`src/rtl/qpsk_symbol_sequencer.sv`:
```
// Pairs a serial bit stream into QPSK (I,Q) symbols and sequences the I/Q carrier
// generators: enable while a symbol runs, one-cycle reset pulse whenever output stops.
module qpsk_symbol_sequencer #(
    parameter int SAMPLES_PER_CYCLE = 52,
    parameter int CYCLES_PER_SYMBOL = 1,
    parameter int CNT_W             = 8
) (
    input  logic             clk,
    input  logic             reset,
    input  logic             enable,
    input  logic             bit_in,
    input  logic             bit_valid,
    output logic             bit_ready,
    output logic             i_data,
    output logic             q_data,
    output logic             carrier_en,
    output logic             gen_reset,
    output logic             symbol_start,
    output logic [CNT_W-1:0] sample_cnt,
    output logic             busy,
    output logic             underrun
);

    localparam int SYM_LEN = SAMPLES_PER_CYCLE * CYCLES_PER_SYMBOL;
    localparam logic [CNT_W-1:0] LAST_SAMPLE = CNT_W'(SYM_LEN - 1);

    typedef enum logic {IDLE, RUN} state_t;

    state_t           state, state_n;
    logic             i_stage, q_stage, half, pair_full;
    logic             i_stage_n, q_stage_n, half_n, pair_full_n;
    logic             i_data_n, q_data_n, carrier_en_n, gen_reset_n, symbol_start_n;
    logic             busy_n, underrun_n;
    logic [CNT_W-1:0] sample_cnt_n;
    logic             take, load;

    always_ff @(posedge clk) begin
        if (reset) begin
            state        <= IDLE;
            i_stage      <= 1'b0;
            q_stage      <= 1'b0;
            half         <= 1'b0;
            pair_full    <= 1'b0;
            bit_ready    <= 1'b1;
            i_data       <= 1'b0;
            q_data       <= 1'b0;
            carrier_en   <= 1'b0;
            gen_reset    <= 1'b1;
            symbol_start <= 1'b0;
            sample_cnt   <= '0;
            busy         <= 1'b0;
            underrun     <= 1'b0;
        end else begin
            state        <= state_n;
            i_stage      <= i_stage_n;
            q_stage      <= q_stage_n;
            half         <= half_n;
            pair_full    <= pair_full_n;
            bit_ready    <= !pair_full_n;
            i_data       <= i_data_n;
            q_data       <= q_data_n;
            carrier_en   <= carrier_en_n;
            gen_reset    <= gen_reset_n;
            symbol_start <= symbol_start_n;
            sample_cnt   <= sample_cnt_n;
            busy         <= busy_n;
            underrun     <= underrun_n;
        end
    end

    always_comb begin
        state_n        = state;
        i_stage_n      = i_stage;
        q_stage_n      = q_stage;
        half_n         = half;
        pair_full_n    = pair_full;
        i_data_n       = i_data;
        q_data_n       = q_data;
        carrier_en_n   = carrier_en;
        gen_reset_n    = 1'b0;
        symbol_start_n = 1'b0;
        sample_cnt_n   = sample_cnt;
        busy_n         = busy;
        underrun_n     = underrun;
        load           = 1'b0;

        // take and load are mutually exclusive: one needs an empty stage, the other a full one
        take = bit_valid && !pair_full;
        if (take) begin
            if (!half) begin
                i_stage_n = bit_in;
                half_n    = 1'b1;
            end else begin
                q_stage_n   = bit_in;
                half_n      = 1'b0;
                pair_full_n = 1'b1;
            end
        end

        case (state)
            IDLE: begin
                carrier_en_n = 1'b0;
                busy_n       = 1'b0;
                sample_cnt_n = '0;
                if (enable && pair_full) begin
                    load    = 1'b1;
                    state_n = RUN;
                end
            end
            RUN: begin
                sample_cnt_n = sample_cnt + CNT_W'(1);
                if (sample_cnt == LAST_SAMPLE) begin
                    if (enable && pair_full) begin
                        load = 1'b1;
                    end else begin
                        // starved only counts when the stream was still wanted
                        if (enable) underrun_n = 1'b1;
                        gen_reset_n  = 1'b1;
                        carrier_en_n = 1'b0;
                        busy_n       = 1'b0;
                        sample_cnt_n = '0;
                        state_n      = IDLE;
                    end
                end
            end
            default: state_n = IDLE;
        endcase

        if (load) begin
            i_data_n       = i_stage;
            q_data_n       = q_stage;
            pair_full_n    = 1'b0;
            sample_cnt_n   = '0;
            symbol_start_n = 1'b1;
            carrier_en_n   = 1'b1;
            busy_n         = 1'b1;
        end
    end

endmodule
```
`config.mk`:
```
export PLATFORM = sky130hd
export DESIGN_NAME = qpsk_symbol_sequencer
export DESIGN_NICKNAME = d
export VERILOG_FILES = /design/src/rtl/qpsk_symbol_sequencer.sv
export SDC_FILE = /design/constraint.sdc
export NUM_CORES = 1
export LEC_CHECK = 0
export ABC_AREA = 1
export BUFFER_PORTS_ARGS = -buffer_cell sky130_fd_sc_hd__buf_2
export CAP_MARGIN = 0
export CORE_MARGIN = 3
export CORE_UTILIZATION = 35
export CTS_BUF_LIST = sky130_fd_sc_hd__clkbuf_4 sky130_fd_sc_hd__clkbuf_8
export CTS_CLUSTER_DIAMETER = 120
export DETAILED_ROUTE_END_ITERATION = 10
export PLACE_DENSITY = 0.65
export REMOVE_ABC_BUFFERS = 1
export SLEW_MARGIN = 20
export SYNTH_ARGS = -nofsm -noshare
export SYNTH_HDL_FRONTEND = slang
export SYNTH_SLANG_ARGS = --single-unit
export TNS_END_PERCENT = 1
```
`constraint.sdc`:
```
create_clock -name clk -period 1.1 [get_ports clk]
set_input_delay 0.165 -clock clk [delete_from_list [all_inputs] [get_ports clk]]
set_output_delay 0.165 -clock clk [all_outputs]
set_load 0.01 [all_outputs]
```
# --- After elaboration in Yosys (flattened, before gate mapping) ---
# Index checks and enable logic that the tools add are counted.
op_classes:
  n_eq_ne: 3
  mux: 20
  bitwise: 3
  addsub: 1
  reduce_logical: 9
ops:
  columns: ["operator", "count"]
  rows:
  - ["$mux 8", 2]
  - ["$pmux 8 s2", 1]
  - ["$mux 1", 14]
  - ["$add 8x1->8 const B", 1]
  - ["$eq 8x6->1 const B", 1]
  - ["$pmux 1 s2", 3]
  - ["$reduce_and 2->1", 3]
  - ["$reduce_and 4->1", 1]
  - ["$ne 3x1->1 const B", 1]
  - ["$ne 3x3->1 const B", 1]
  - ["$not 1->1", 3]
  - ["$logic_and 1x1->1", 2]
  - ["$logic_not 1->1", 2]
  - ["$reduce_or 2->1", 1]
totals:
  word_cells: 49
  out_inout_bits: 16
  regBits: 20
  inputBits: 5

# --- Logic depth before layout (Yosys ltp) ---
# Gate-level depths: netlist of the first run.
depth:
  ltp_word: 6
  depth_mapped: 8
  ltp_nobuf: 8

# --- Least setup slack after synthesis of the first run ---
# OpenSTA, ideal clock, no wires.
synth_path:
  kind: "reg2reg"
  startpoint: "register sample_cnt[0]"
  endpoint: "register i_data"
  required_ns: 0.987
  synth_period_minus_slack_ns: 1.252
  setup_ns: 0.113
  t_arrival_ns: 1.138
  n_path_buf: 0
  slack_ns: -0.152
  stages_incl_launch_ff: 9
  path_cell_list: "dfxtp_1 -> ha_1 -> nand2_1 -> nor2_4 -> nand2_4 -> nand2_4 -> nand2_4 -> nand3_1 -> nand2_1"
synth_via:
  elab_chain_cells: 3
synth_rtl:
  columns: ["item", "line", "rtl"]
  rows:
  - ["start: declaration", "19", "output logic [CNT_W-1:0] sample_cnt,"]
  - ["start signal: assignment", "65", "sample_cnt <= sample_cnt_n;"]
  - ["$eq 8x6->1", "112", "if (sample_cnt == LAST_SAMPLE) begin"]
  - ["$mux 1", "112", null]
  - ["$pmux 1 s2", "100", "case (state)"]
  - ["end signal: assignment", "60", "i_data <= i_data_n;"]
  - ["end: declaration", "14", "output logic i_data,"]
# No other way between the ends.
# A chain may end at the register's enable or synchronous reset.

# --- Final worst setup path of the first run ---
# Ends and elaborated chain as after synthesis.

==> results of run 1 <==
where the power goes:
group          leakage [nW]  switching, mW  internal, mW
sequential            0.166         0.0180         0.746
combinational         0.322         0.0556        0.0410
clock                0.0138          0.209         0.128
total                 0.502          0.283         0.915
per-layer routing:
layer,routed length (um),up-vias,share of wire,global-route usage
met4,39,0,0.023,0.0625
li1,-,380,-,-
met3,97,5,0.057,0.0255
met1,707,326,0.42,0.124
met2,851,20,0.50,0.204
met5,0,-,0,0
cell families (layout without fill, tap and decap cells):
kind of cell,count (synthesis),in the layout,share of synthesized area
AO/OA/AOI/OAI,10,10,0.0637
XOR/XNOR,3,3,0.0304
adder cells (fa/ha/maj),1,1,0.0145
buffers and inverters,14,43,0.0767
flip-flops,20,20,0.463
AND/OR/NAND/NOR,54,54,0.352
worst max path at each step:
stage	end	slack [ns]
after floorplan	i_data$_SDFFE_PP0P_	-0.16
after global placement	q_data$_SDFFE_PP0P_	-0.09
after detailed placement	i_data$_SDFFE_PP0P_	-0.15
after global routing	i_data$_SDFFE_PP0P_	-0.13
final	i_data$_SDFFE_PP0P_	-0.06
after CTS	q_data$_SDFFE_PP0P_	-0.08
Yosys cell counts (2+ instances only):
master	number	share of area
a21oi_1	5	0.029
dfxtp_1	20	0.46
inv_1	9	0.039
inv_2	3	0.013
nand2_1	18	0.078
nand2_2	2	0.014
nand2_4	3	0.039
nand3_1	4	0.023
nand4_1	3	0.022
nor2_1	16	0.069
nor2_4	2	0.026
nor3_2	2	0.023
o21ai_0	3	0.017
xor2_1	2	0.020
area by class of cell:
class / instances / area share
Sequential cell: 20 / 0.366
Inverter: 12 / 0.0404
Tap cell: 28 / 0.0314
Timing Repair Buffer: 28 / 0.149
Multi-Input combinational cell: 68 / 0.393
Clock buffer: 3 / 0.0202
timing repair:
action	CTS	global route
setup endpoints to repair	17	22
setup buffers	0	1
hold buffers	0	0
resized for setup	8	9
pin swaps	3	1
per-stage QoR:
stage                     std cells  utilization  TNS [ns]  power, mW  worst slack, ns
final                           159        0.490    -0.189       1.20          -0.0583
after global routing            159        0.490    -0.869       1.24           -0.131
after CTS                       158        0.474    -0.267       1.21          -0.0754
after detailed placement        155        0.453     -1.11      0.877           -0.146
after global placement          155        0.453    -0.525      0.874          -0.0928
after floorplan                 100            -     -1.26      0.838           -0.156
==> results.cfg, run 1 <==
[setup_path]
crit_required_ns = 1.30
worstPathArrival_ns = 1.36
path_buf_inv = 0
crit_path_top_delay_cell = dfxtp_2
cpPeakStageDelay_ns = 0.37
ff2ff_path_depth = 8
crit_type = reg -> reg
path_depth = 8
critical_path.cell_chain = ha_4 -> nand2_4 -> nor2_4 -> nand2_4 -> nand2_4 -> nand2_4 -> nand3_1 -> nand2_1
start_kind = register
critPathLaunch = sample_cnt[0]$_SDFF_PP0_
r2r-end = i_data$_SDFFE_PP0P_
r2r-start = sample_cnt[0]$_SDFF_PP0_
worstPathMaxFanout = 5
critPathTopFamily = simple AND/OR/NAND/NOR gates
rrSetupSlack_ns = -0.06
crit_path_frequent_cell = nand2_4
crit_path_end_kind = register

[synth]
synth_seq_cells = 20
async_flop_share = 0
ys_seq_area_frac = 0.463
synth_edf_count = 0
synthCells = 102
yosys.cell_types.count = 24
yosysWarnings = 0
synthesis.area_um2 = 865
avgSynthCellArea_um2 = 8.48
synthFlopType = dfxtp_1

[cts]
cts_tree = done
cts_max_level = 1
cts_buffers = 3
path_clk_slew_ns = 0.10
clockBufferDepth = 2
cts_sinks = 20
cts_root_buffer = clkbuf_4
clock_latency_ns = 0.30

[sta]
hold_violations = 0
slew_violations = 0
whs_ns = 0.0746
layout_setup_ws_ns = -0.0583
maxSlewHeadroom = 0.799
tightest_slew_ns = 0.301
finalCritPeriodShare = 1.05
setup_viol = 4
rsz0062_at_grt = yes
max_freq_ghz = 0.863
fin_worst_skew_ns = 0.00299
fin_crit_ns = 1.16

[hold_path]
worstHoldStart = reset
hold_end = symbol_start$_SDFF_PP0_
hp-class = in -> reg
worst_hold_path.num_cells = 2

[place]
place_congestion = 0.708
dp_hpwl_um = 1340
place_area_um2 = 1030
io_buffer_count = 20

[grt]
overflow = 0
grt_pass1_vias = 703
grt_pass1_wl_um = 2860
grt_usage = 0.115
antenna_found_initial = 0
grt_max_degree = 11

[layout]
n_fill_cell = 230
multiInputGateArea_um2 = 438
largest_reg_flops = 8
area_delta_synth_final_pct = 28.9
regArea_um2 = 408
top_register = sample_cnt
final_cell_mix = buf_2, nand2_1, dfxtp_1
antenna_cells = 0
layout_commonest_cell = buf_2
fin_area_um2 = 1110
drive_gt1_frac = 0.458
nets = 139

[route]
drtAntennaViolNets = 0
vias = 731
drc = 0
dr.pass1.iters = 4
vias_per_cell = 4.60
wirelength_um = 1700
dr.first_iter.drc_count = 13
routedWlPerCell_um = 10.7

[floorplanning]
die_w_um = 55.7
num_rows = 17
core_um2 = 2280
die_h_um = 55.7
ios = 21
start_util = 0.380
die-area_um2 = 3100

[pwr]
ir_drop_mv = 0.920
total_leakage_power_nw = 0.502
power_density_nw_per_um2 = 1070

[run_status]
status = finished, violations left
violations = setup timing

[flow_run]
cap_violations = 0
No activity file was read; power rests on OpenSTA's default activity.
==> run 2: changes to the inputs <==
==> constraint.sdc (replaced) <==
create_clock -name clk -period 1 [get_ports clk]
set_input_delay 0.15 -clock clk [delete_from_list [all_inputs] [get_ports clk]]
set_output_delay 0.15 -clock clk [all_outputs]
set_load 0.01 [all_outputs]
==> run 2 against run 1 <==
Largest cell class unchanged; critical path type unchanged; hold slack got worse by 0.0084 ns; register-to-register slack worse by 0.08 ns; fmax grew 2.0%; power is 8.9% higher; the run still ends with setup timing left; critical endpoint unchanged.
==> results.cfg, run 2 (synthesis results as in run 1) <==
[run_status]
status = finished, violations left
violations = setup timing

[pwr]
pwr-share-comb = 0.084
power_density_nw_per_um2 = 1080
total_leakage_power_nw = 0.534
p_switching_mw = 0.303
ir_drop_mv = 0.735
p_sw_frac = 0.232
pwr-share-clk = 0.277
p_seq_frac = 0.639
internal_power_mw = 1.00
finalPower_mw = 1.30

[route]
drc = 0
wirelength_um = 1730
drtAntennaViolNets = 0
vias_per_cell = 4.64
routedWlPerCell_um = 10.6
vias = 757
dr.first_iter.drc_count = 12
dr.pass1.iters = 4

[sta]
whs_ns = 0.0662
fin_crit_ns = 1.14
finalCritPeriodShare = 1.14
tightest_slew_ns = 0.266
max_freq_ghz = 0.881
maxSlewHeadroom = 0.823
hold_violations = 0
fin_worst_skew_ns = 0.00910
slew_violations = 0
layout_setup_ws_ns = -0.135
setup_viol = 22
setup_tns_ns = -1.50
rsz0062_at_grt = yes

[place]
place_congestion = 0.728
io_buffer_count = 20
pre_cts_slack_ns = -0.228
dp_hpwl_um = 1350

[grt]
grt_max_degree = 11
grt_pass1_vias = 707
overflow = 0
grt_pass1_wl_um = 2880
grt_usage = 0.117
antenna_found_initial = 0

[layout]
nets = 143
layout_commonest_cell = nand2_1
drive_gt1_frac = 0.489
largest_reg_flops = 8
antenna_cells = 0
regArea_um2 = 419
n_fill_cell = 214
multiInputGateArea_um2 = 438
utilization = 0.533
top_register = sample_cnt
area_delta_synth_final_pct = 40.2
final_cell_mix = nand2_1, nor2_1, buf_2

[setup_path]
worstPathMaxFanout = 5
worstPathArrival_ns = 1.33
crit_path_end_kind = register
crit_type = reg -> reg
start_kind = register
crit_required_ns = 1.19

[cts]
cts_sinks = 20
cts_buffers = 3
clockBufferDepth = 2
cts_root_buffer = clkbuf_4
cts_max_level = 1
cts_hold_buf = 0
clock_latency_ns = 0.29
path_clk_slew_ns = 0.11
cts_tree = done

[floorplanning]
die-area_um2 = 3100
start_util = 0.380
die_h_um = 55.7
ios = 21
core_um2 = 2280
num_rows = 17
die_w_um = 55.7

[hold_path]
hp-class = in -> reg

[flow_run]
cap_violations = 0
run 2: changes by cell type in the layout (fill, tap and decap cells not counted):
| cell | previous run | this run |
|---|---|---|
| buf_6 | 1 | 12 |
| buf_2 | 19 | 13 |
| dfxtp_1 | 14 | 11 |
| dfxtp_4 | 0 | 3 |
| nor2_1 | 12 | 14 |
| nor2_2 | 4 | 2 |
| buf_4 | 8 | 7 |
| nand3_1 | 3 | 2 |
| nand3_2 | 1 | 2 |
run 2: final cells by class:
cell class,instances,share of cell area
clock buffers,3,0.0186
inverters,12,0.0372
multi-input cells,68,0.361
flip-flops and latches,20,0.346
well taps,28,0.0289
repair buffers,32,0.208
run 2: critical path: stages, from the launching register on:
cell     delay (ns)
dfxtp_4        0.38
ha_4           0.15
nand2_4        0.05
nor2_4         0.10
nand2_4        0.08
nand2_4        0.08
nand2_4        0.08
nand3_2        0.06
nand2_1        0.04
run 2: timing repair:
| action | 4_1_cts | 5_1_grt |
|---|---|---|
| cloned | 0 | 0 |
| gates resized for setup | 25 | 8 |
| setup buffers | 3 | 0 |
| pin swaps | 7 | 5 |
| setup endpoints to repair | 25 | 27 |
run 2: per-layer routing:
| layer | share of wire | up-vias | routed length, um | GRT usage |
|---|---|---|---|---|
| met4 | 0.014 | 0 | 25 | 0.0625 |
| met2 | 0.54 | 15 | 937 | 0.216 |
| met5 | 0 | - | 0 | 0 |
| met3 | 0.035 | 4 | 60 | 0.0209 |
| met1 | 0.41 | 351 | 704 | 0.124 |
| li1 | - | 387 | - | - |
run 2: per-stage QoR:
step / instance area (um^2) / instances
after floorplan: 843 / 100
after global placement: 1050 / 157
after detailed placement: 1050 / 157
after CTS: 1190 / 163
after global routing: 1210 / 163
final: 1210 / 163
run 2: worst paths after layout:
kind                                          startpoint                       to  slack (ns)  cells past startpoint
worst max-delay path            sample_cnt[0]$_SDFF_PP0_      i_data$_SDFFE_PP0P_       -0.14                      8
worst min-delay path                               reset  symbol_start$_SDFF_PP0_        0.07                      2
worst min register to register     underrun$_SDFFE_PP0P_    underrun$_SDFFE_PP0P_        0.45                      2
worst max register to register  sample_cnt[0]$_SDFF_PP0_      i_data$_SDFFE_PP0P_       -0.14                      8
run 2: power groups by stage:
stage | logic, mW | clock network [mW] | registers [mW]
final | 0.110 | 0.361 | 0.833
after global routing | 0.122 | 0.394 | 0.837
after CTS | 0.110 | 0.371 | 0.841
after detailed placement | 0.106 | 0 | 0.858
after global placement | 0.104 | 0 | 0.857
after floorplan | 0.0608 | 0 | 0.861
